`src/rtl/fifo_wr_arbiter.sv`:
```
// Round-robin arbiter sharing one FIFO write port between NREQ producers.
// A grant lasts for one burst. The burst ends on the owner's last flag, on
// MAX_BURST words, or when the owner drops its request.
module fifo_wr_arbiter #(
    parameter int unsigned NREQ      = 4,
    parameter int unsigned DATA_W    = 8,
    parameter int unsigned MAX_BURST = 4
) (
    input  logic                   clk,
    input  logic                   rstn,
    input  logic [NREQ-1:0]        req,
    input  logic [NREQ-1:0]        last,
    input  logic [NREQ*DATA_W-1:0] data_flat,
    output logic [NREQ-1:0]        ack,
    output logic [NREQ-1:0]        gnt,
    input  logic                   fifo_full,
    output logic                   fifo_wr_en,
    output logic [DATA_W-1:0]      fifo_data,
    output logic [2:0]             owner_id,
    output logic                   busy
);

    localparam int unsigned CNT_W = $clog2(MAX_BURST + 1);

    typedef enum logic {
        IDLE,
        BURST
    } state_t;

    state_t            state, state_next;
    logic [NREQ-1:0]   gnt_next;
    logic [2:0]        owner_next;
    logic [2:0]        last_owner, last_owner_next;
    logic [CNT_W-1:0]  count, count_next;

    logic              owner_req;
    logic              owner_last;
    logic [DATA_W-1:0] owner_word;
    logic              wr;
    logic              release_now;
    int unsigned       best_dist;
    int unsigned       win;

    assign busy = (state == BURST);

    // Select the current owner's request, last flag and word.
    always_comb begin
        owner_req  = 1'b0;
        owner_last = 1'b0;
        owner_word = '0;
        for (int unsigned i = 0; i < NREQ; i++) begin
            if (owner_id == 3'(i)) begin
                owner_req  = req[i];
                owner_last = last[i];
                owner_word = data_flat[i*DATA_W +: DATA_W];
            end
        end
    end

    // The FIFO strobe and the acks follow the owner combinationally. A word is
    // therefore taken only in the cycle in which the FIFO can accept it.
    always_comb begin
        wr         = busy && owner_req && !fifo_full;
        fifo_wr_en = wr;
        fifo_data  = busy ? owner_word : '0;
        for (int unsigned i = 0; i < NREQ; i++) begin
            ack[i] = wr && (owner_id == 3'(i));
        end
        release_now = busy && ((wr && (owner_last || count == CNT_W'(MAX_BURST - 1)))
                               || !owner_req);
    end

    // Next-state logic. The round-robin winner is the requester at the smallest
    // rotational distance after last_owner.
    always_comb begin
        state_next      = state;
        gnt_next        = gnt;
        owner_next      = owner_id;
        count_next      = count;
        last_owner_next = last_owner;
        best_dist       = NREQ;
        win             = 0;
        case (state)
            IDLE: begin
                for (int unsigned j = 0; j < NREQ; j++) begin
                    if (req[j] && ((j + NREQ - 1 - 32'(last_owner)) % NREQ) < best_dist) begin
                        best_dist = (j + NREQ - 1 - 32'(last_owner)) % NREQ;
                        win       = j;
                    end
                end
                if (best_dist < NREQ) begin
                    state_next = BURST;
                    owner_next = 3'(win);
                    count_next = '0;
                    for (int unsigned j = 0; j < NREQ; j++) begin
                        gnt_next[j] = (j == win);
                    end
                end
            end
            BURST: begin
                if (wr) begin
                    count_next = count + CNT_W'(1);
                end
                if (release_now) begin
                    state_next      = IDLE;
                    gnt_next        = '0;
                    last_owner_next = owner_id;
                    count_next      = '0;
                end
            end
            default: state_next = IDLE;
        endcase
    end

    // State register. Reset makes requester 0 the first winner.
    always_ff @(posedge clk or negedge rstn) begin
        if (!rstn) begin
            state      <= IDLE;
            gnt        <= '0;
            owner_id   <= '0;
            count      <= '0;
            last_owner <= 3'(NREQ - 1);
        end else begin
            state      <= state_next;
            gnt        <= gnt_next;
            owner_id   <= owner_next;
            count      <= count_next;
            last_owner <= last_owner_next;
        end
    end

endmodule

```
`config.mk`:
```
export PLATFORM = sky130hd
export DESIGN_NAME = fifo_wr_arbiter
export DESIGN_NICKNAME = d
export VERILOG_FILES = /design/src/rtl/fifo_wr_arbiter.sv
export SDC_FILE = /design/constraint.sdc
export NUM_CORES = 1
export LEC_CHECK = 0
export BUFFER_PORTS_ARGS = -buffer_cell sky130_fd_sc_hd__clkbuf_2
export CAP_MARGIN = 0
export CORE_MARGIN = 1
export CORE_UTILIZATION = 40
export DETAILED_ROUTE_END_ITERATION = 16
export HOLD_SLACK_MARGIN = 0.08
export MAX_ROUTING_LAYER = met4
export PLACE_DENSITY_LB_ADDON = 0.2
export SLEW_MARGIN = 10
export SYNTH_ARGS = -nofsm -noshare
export SYNTH_HDL_FRONTEND = slang
export SYNTH_SLANG_ARGS = --single-unit
export TNS_END_PERCENT = 100
```
`constraint.sdc`:
```
create_clock -name clk -period 11.18 [get_ports clk]
set_input_delay 0.559 -clock clk [delete_from_list [all_inputs] [get_ports clk]]
set_output_delay 0.559 -clock clk [all_outputs]
set_load 0.05 [all_outputs]
```
==> results of run 1 <==
worst reg2reg max path, delay by kind of cell (launching register included):
family                     cells  cell delay, ps
adders and majority gates      3             890
and+or+nand+nor                1              70
AOI/OAI and AO/OA              8            1840
xor gates and xnor gates       1             190
buffers and inverters          1             100
DFF                            1             590
muxes                          1             420
state kept, by name, summed over array words and instances (netlist names):
register    flops
busy            1
last_owner      2
gnt             4
owner_id        2
count           3
placed cells by master (no fill, tap or decap), drive strengths merged, types with 3 or more instances in the layout:
cell     n
a211oi   3
a21oi    3
a22o     5
and2     9
clkbuf  66
dfrtp   10
ha       5
inv      6
mux2     3
mux4     9
nand2    7
nor2     8
nor2b    3
o21ai    5
cell type report:
type | instances | area, um^2 | area share
tap | 30 | 37.54 | 0.02595
inverter | 6 | 22.52 | 0.01557
multi-input combinational | 85 | 747.0 | 0.5164
clock buffer | 4 | 26.28 | 0.01817
sequential | 12 | 302.8 | 0.2093
timing repair buffer | 62 | 310.3 | 0.2145
power by group:
group | switching (mW) | total, mW | leakage, nW | internal [mW]
clock network | 0.0138 | 0.0275 | 0.0150 | 0.0138
registers | 0.0405 | 0.101 | 0.150 | 0.0609
logic | 0.211 | 0.343 | 0.566 | 0.131
how the worst max path moves through the flow:
| stage | startpoint | end | depth (start not counted) | slack (ps) |
|---|---|---|---|---|
| after floorplan | last_owner[0]$_DFFE_PN1P_ | gnt[0]$_DFFE_PN0P_ | 15 | 7600 |
| after global placement | req[0] | gnt[1]$_DFFE_PN0P_ | 15 | 7400 |
| after detailed placement | last_owner[1]$_DFFE_PN1P_ | gnt[1]$_DFFE_PN0P_ | 15 | 7120 |
| after CTS | last_owner[1]$_DFFE_PN1P_ | gnt[1]$_DFFE_PN0P_ | 15 | 7100 |
| after global routing | last_owner[0]$_DFFE_PN1P_ | gnt[3]$_DFFE_PN0P_ | 15 | 6780 |
| final | last_owner[1]$_DFFE_PN1P_ | gnt[1]$_DFFE_PN0P_ | 15 | 7010 |
per-layer routing:
metal | wire length [um] | vias to the layer above | share of wire
li1 | - | 532 | -
met1 | 1113 | 515 | 0.38
met2 | 1587 | 48 | 0.55
met3 | 170 | 2 | 0.059
met4 | 27 | 0 | 0.0093
met5 | 0 | - | 0
cells by family (layout without fill, tap and decap cells):
kind of cell	Yosys count	count (layout)	synth area share
xor gates and xnor gates	1	1	0.007902
other	1	1	0.003383
buffers and inverters	12	72	0.05303
adders and majority gates	5	5	0.05643
muxes	14	14	0.2381
AOI/OAI and AO/OA	27	27	0.1828
and+or+nand+nor	37	37	0.1851
DFF	12	12	0.2731
synthesized netlist by cell type (2+ instances only):
cell / instances / area, um^2
nand2_1: 7 / 26.28
and2_1: 9 / 56.30
dfstp_2: 2 / 52.55
ha_1: 5 / 62.56
nor2b_1: 3 / 18.77
mux2_4: 2 / 30.03
o21ai_0: 5 / 25.02
a211oi_1: 3 / 22.52
a22o_1: 5 / 43.79
nand2b_1: 2 / 12.51
mux2i_1: 2 / 20.02
nor2_1: 6 / 22.52
dfrtp_1: 10 / 250.2
nor3_1: 2 / 10.01
a21oi_1: 3 / 15.01
mux4_2: 9 / 202.7
inv_1: 6 / 22.52
o21a_1: 2 / 15.01
==> flow_summary.yaml, run 1 <==
run_status:
  status: "finished clean"
layout:
  drive_gt1_frac: 0.4911
  fillers: 240
  fin_cells: 199
  nets: 218
  fin_util: 0.5683
  stdcell_area_um2: 1446
  syn2layout_area_growth_pct: 30.47
  num_antenna_cells: 0
die:
  io_pins: 64
  start_util: 0.4356
  num_rows: 18
  die_h_um: 54.65
  die_area_um2: 2986
  die_width_um: 54.65
  design.core.area_um2: 2545
sta:
  worst_slew_pin_slew_ps: 858.7
  hold_viol_final: 0
  setup_slack_ps: 7012
  holdWs_ps: 167.8
  rsz0062_at_grt: "no"
  relSlewSlack: 0.4276
  fin_skew_ps: 2.918
  slew_violations: 0
  setup_viol: 0
  max_freq_mhz: 239.9
  post-route-min-period_ps: 4168
  setup-tns-final_ps: 0
  layout_worst_path_cycle_share: 0.3728
synthesis:
  synth_edf_count: 0
  syn_inst: 109
  ys_warn_count: 0
  ys.flop_type: "dfrtp_1"
  synth_area_per_cell_um2: 10.17
  synth_area_um2: 1109
  ys_types: 44
  ys_ff_latch: 12
  syn-num-nets: 157
  yosysSeqAreaShare: 0.2731
  async_flop_share: 1.000
route:
  routed-via-count: 1097
  antenna_left: 0
  dr.pass1.iters: 4
  routed_wl_um: 2898
  wl_per_cell_um: 14.56
  avgViaCountPerCell: 5.513
  drt-initial-drc-count: 11
  drc: 0
grt:
  grt_use_total: 0.2101
  busiest_layer: "met2"
  grt_pass1_vias: 1035
  met3_usage: 0.01944
  grt_max_degree: 19
  grt_pass1_wl_um: 4312
  antenna_found_initial: 0
  use_met2: 0.3775
  met1_usage: 0.2245
  grt_remaining_overflow: 0
placed_design:
  hpwl_um: 2396
  dp_cells: 195
  port_buffers: 62
  routabilityCongestion: 0.7962
  pre_cts_ws_ps: 7122
  place_area_um2: 1420
clocking:
  cts_hold_buffers: 0
  cts_buffer_depth: 2
  tritoncts: "done"
  cts.sink_count: 12
  cts_buffers: 3
  cts.clk_slew.worst_paths_ps: 70
  clock_latency_ps: 260
  ctsHtreeMaxLevel: 1
  postCtsSetupRepairBufs: 0
  cts-resized-gates: 0
  clockRootBuffer: "clkbuf_4"
setup_path:
  timing.rr.start: "last_owner[1]$_DFFE_PN1P_"
  cpMaxStageDelayCell: "dfstp_2"
  cp_max_fo: 5
  crit_path_start_kind: "flop"
  critPathTopFamily: "compound AO/OA/AOI/OAI gates"
  regToRegSetupSlack_ps: 7010
  path_buf_inv: 1
  critPathMaxStageDelay_ps: 590
  reg2reg_to: "gnt[1]$_DFFE_PN0P_"
  arrival_ps: 4380
  crit_chain: "xnor2_1 > inv_1 > ha_1 > a21oi_1 > o21ai_0 > mux2_2 > ha_1 > o22ai_1 > a22o_1 > nand2_1 > o21a_1 > ha_1 > o311ai_0 > a211oi_1 > a22o_1"
  cp_common_cell: "ha_1"
  endpoint_kind: "flop"
  reg2reg_depth: 15
  worstSetupPathType: "flop to flop"
  critPathRequiredTime_ps: 11390
power:
  p_leak_nw: 0.7312
  ir_drop_v: 0.0002435
  power.density_nw_per_um2: 326.0
  power.total_uw: 471.6
run:
  drv_cap: 0
hold_path:
  min_path_type: "primary input to asynchronous set/reset pin"
Power figures use the tool's default switching activity.
==> run 2, diff against run 1 <==
--- a/config.mk
+++ b/config.mk
@@ -5,10 +5,11 @@
 export SDC_FILE = /design/constraint.sdc
 export NUM_CORES = 1
 export LEC_CHECK = 0
+export ABC_AREA = 1
 export BUFFER_PORTS_ARGS = -buffer_cell sky130_fd_sc_hd__clkbuf_2
 export CAP_MARGIN = 0
 export CORE_MARGIN = 1
-export CORE_UTILIZATION = 40
+export CORE_UTILIZATION = 39
 export DETAILED_ROUTE_END_ITERATION = 16
 export HOLD_SLACK_MARGIN = 0.08
 export MAX_ROUTING_LAYER = met4
==> constraint.sdc (replaced) <==
create_clock -name clk -period 3.7 [get_ports clk]
set_input_delay 0.185 -clock clk [delete_from_list [all_inputs] [get_ports clk]]
set_output_delay 0.185 -clock clk [all_outputs]
set_load 0.05 [all_outputs]
==> run 2 against run 1 <==
Critical path depth grew 5. Wire length grew 4.0%. Global-route usage grew 0.17 points. Setup slack lost 6600 ps. Area after synthesis decreased by 4.3%. Clock power rose to 3.9 times the previous value. Non-clock buffer count up 1. Final cell count increased by 27%. Maximum frequency rose by 26%. Core utilization grew 0.36 points. Cell area shrank 0.26%. Worst hold slack better by 86 ps. Critical path type unchanged.
==> flow_summary.yaml, run 2 <==
grt:
  antenna_found_initial: 0
  grt_use_total: 0.2118
  grt_max_degree: 13
  grt_remaining_overflow: 0
  grt_pass1_vias: 1068
  grt_pass1_wl_um: 4360
synthesis:
  synth_top_area_share: 0.2358
  synth_area_leaders: "dfrtp_1 24%, nand2_1 15%, inv_1 6.7%, ha_1 5.9%, o21ai_0 5.2%"
  synth_area_per_cell_um2: 6.758
  yosys.area.top_type: "dfrtp_1"
  ys_types: 34
  syn_inst: 157
  ys.flop_type: "dfrtp_1"
  ys_ff_latch: 12
  ys_top_cells_by_count: "42 x nand2_1, 19 x inv_1, 13 x nor2_1, 11 x o21ai_0"
  yosysSeqAreaShare: 0.2854
  ys_warn_count: 0
  synth_area_um2: 1061
  async_flop_share: 1.000
  yosysMostFrequentCell: "nand2_1"
  syn-num-nets: 205
  synth_edf_count: 0
layout:
  syn2layout_area_growth_pct: 35.97
  layout_common_cells: "62 x clkbuf_2, 42 x nand2_1, 19 x inv_1"
  final_common_cell: "clkbuf_2"
  fillers: 236
  top_register: "gnt"
  drive_gt1_frac: 0.3649
  nets: 271
  largest_reg_flops: 4
  reg_top3: "gnt (4), count (3)"
  stdcell_area_um2: 1443
  fin_util: 0.5719
  num_antenna_cells: 0
die:
  design.core.area_um2: 2522
  io_pins: 64
  start_util: 0.4206
  die_area_um2: 2933
  num_rows: 18
  die_h_um: 54.16
  die_width_um: 54.16
clocking:
  cts-resized-gates: 0
  cts_buffers: 3
  clock_latency_ps: 280
  cts_buffer_depth: 2
  ctsHtreeMaxLevel: 1
  cts_hold_buffers: 1
  cts.sink_count: 12
  postCtsSetupRepairBufs: 0
  cts.clk_slew.worst_paths_ps: 80
  tritoncts: "done"
  clockRootBuffer: "clkbuf_4"
sta:
  fin_skew_ps: 1.249
  hold_viol_final: 0
  layout_worst_path_cycle_share: 0.8961
  slew_violations: 0
  setup_slack_ps: 384.3
  rsz0062_at_grt: "no"
  setup-tns-final_ps: 0
  post-route-min-period_ps: 3316
  max_freq_mhz: 301.6
  setup_viol: 0
route:
  routed_wl_um: 3014
  drt-initial-drc-count: 20
  routed-via-count: 1274
  avgViaCountPerCell: 5.056
  antenna_left: 0
  dr.pass1.iters: 4
  drc: 0
  wl_per_cell_um: 11.96
hold_path:
  min_path_type: "primary input to flop"
placed_design:
  hpwl_um: 2454
  port_buffers: 62
  place_area_um2: 1396
  pre_cts_ws_ps: 444.7
  routabilityCongestion: 0.8989
run_status:
  status: "finished clean"
setup_path:
  cpMaxStageDelayCell: "dfstp_2"
  cp_common_cell: "nand2_1"
  critPathCapture: "gnt[1]$_DFFE_PN0P_"
  critPathMaxStageDelay_ps: 570
  arrival_ps: 3490
  crit_path_start_kind: "flop"
  endpoint_kind: "flop"
  reg2reg_to: "gnt[1]$_DFFE_PN0P_"
  reg2reg_depth: 20
  cp_max_fo: 8
  crit_chain: "xor2_1 > ha_1 > nand2_1 > nand2_1 > nand2_1 > nand2_1 > o21ai_0 > ha_1 > nand2_1 > nand2_1 > nand2_1 > nand2_1 > o21ai_0 > ha_1 > nand2_1 > nand2_1 > nand2_1 > nand2_2 > nand4_1 > nand2_1"
  critPathTopFamily: "simple AND/OR/NAND/NOR gates"
  worstSetupPathType: "flop to flop"
  cp-startpoint: "last_owner[0]$_DFFE_PN1P_"
  critPathRequiredTime_ps: 3870
  regToRegSetupSlack_ps: 380
  timing.rr.start: "last_owner[0]$_DFFE_PN1P_"
  path_buf_inv: 0
  cp_num_cells: 20
power:
  intPower_uw: 551.8
  p_seq_frac: 0.180
  power_frac_comb: 0.748
  ir_drop_v: 0.0006482
  p_leak_nw: 0.8334
  switching_power_uw: 931.1
  power.density_nw_per_um2: 1028
  p_sw_frac: 0.6279
  power_frac_clock: 0.072
run:
  drv_cap: 0
==> run 2: worst min path at each step <==
stage	from	to	slack [ps]	cells after the start
floorplan	rstn	busy$_DFF_PN0_	-110	0
global placement	rstn	count[0]$_DFFE_PN0P_	80	1
detailed placement	rstn	count[1]$_DFFE_PN0P_	90	1
CTS	req[3]	gnt[3]$_DFFE_PN0P_	250	3
global route	req[3]	gnt[3]$_DFFE_PN0P_	270	3
finish	req[3]	gnt[3]$_DFFE_PN0P_	250	3
==> run 2: kinds of logic after synthesis <==
family                     Yosys count  synth area share
and+or+nand+nor                     75            0.3172
DFF                                 12            0.2854
AOI/OAI and AO/OA                   37            0.2300
other                                1          0.003534
adders and majority gates            5           0.05896
xor gates and xnor gates             1          0.008256
buffers and inverters               26           0.09669
==> run 2: area by class of cell <==
class	instances	area [um^2]	share of cell area
tap	30	37.54	0.02602
multi-input combinational	119	655.6	0.4545
sequential	12	302.8	0.2099
inverter	24	90.09	0.06245
clock buffer	4	36.28	0.02515
timing repair buffer	63	320.3	0.2220
==> run 2: power by group through the flow <==
stage	clock network [mW]	registers, mW	logic, mW
6_report	0.107	0.267	1.11
5_1_grt	0.114	0.277	1.22
4_1_cts	0.108	0.265	1.11
3_5_place_dp	0	0.268	1.11
3_3_place_gp	0	0.265	1.08
2_1_floorplan	0	0.349	0.781
==> run 2: through the flow <==
stage	hold WS [ps]	total power [mW]	instances
floorplan	-110.6	1.130	157
global placement	79.54	1.344	247
detailed placement	89.54	1.375	247
CTS	247.8	1.487	252
global route	267.0	1.608	252
finish	254.2	1.483	252
==> run 2: worst reg2reg max path: cells and delay by family (launching register included) <==
| family | cells | cell delay (ps) |
|---|---|---|
| XOR/XNOR | 1 | 250 |
| adder cells (fa/ha/maj) | 3 | 840 |
| AO/OA/AOI/OAI | 2 | 520 |
| flip-flops | 1 | 570 |
| AND/OR/NAND/NOR | 14 | 1020 |
==> run 2: metal layers <==
| metal | wire length (um) | GRT usage |
|---|---|---|
| met1 | 1398 | 0.2543 |
| met4 | 44 | 0.09829 |
| met2 | 1409 | 0.3516 |
| met3 | 161 | 0.02260 |
| met5 | 0 | - |
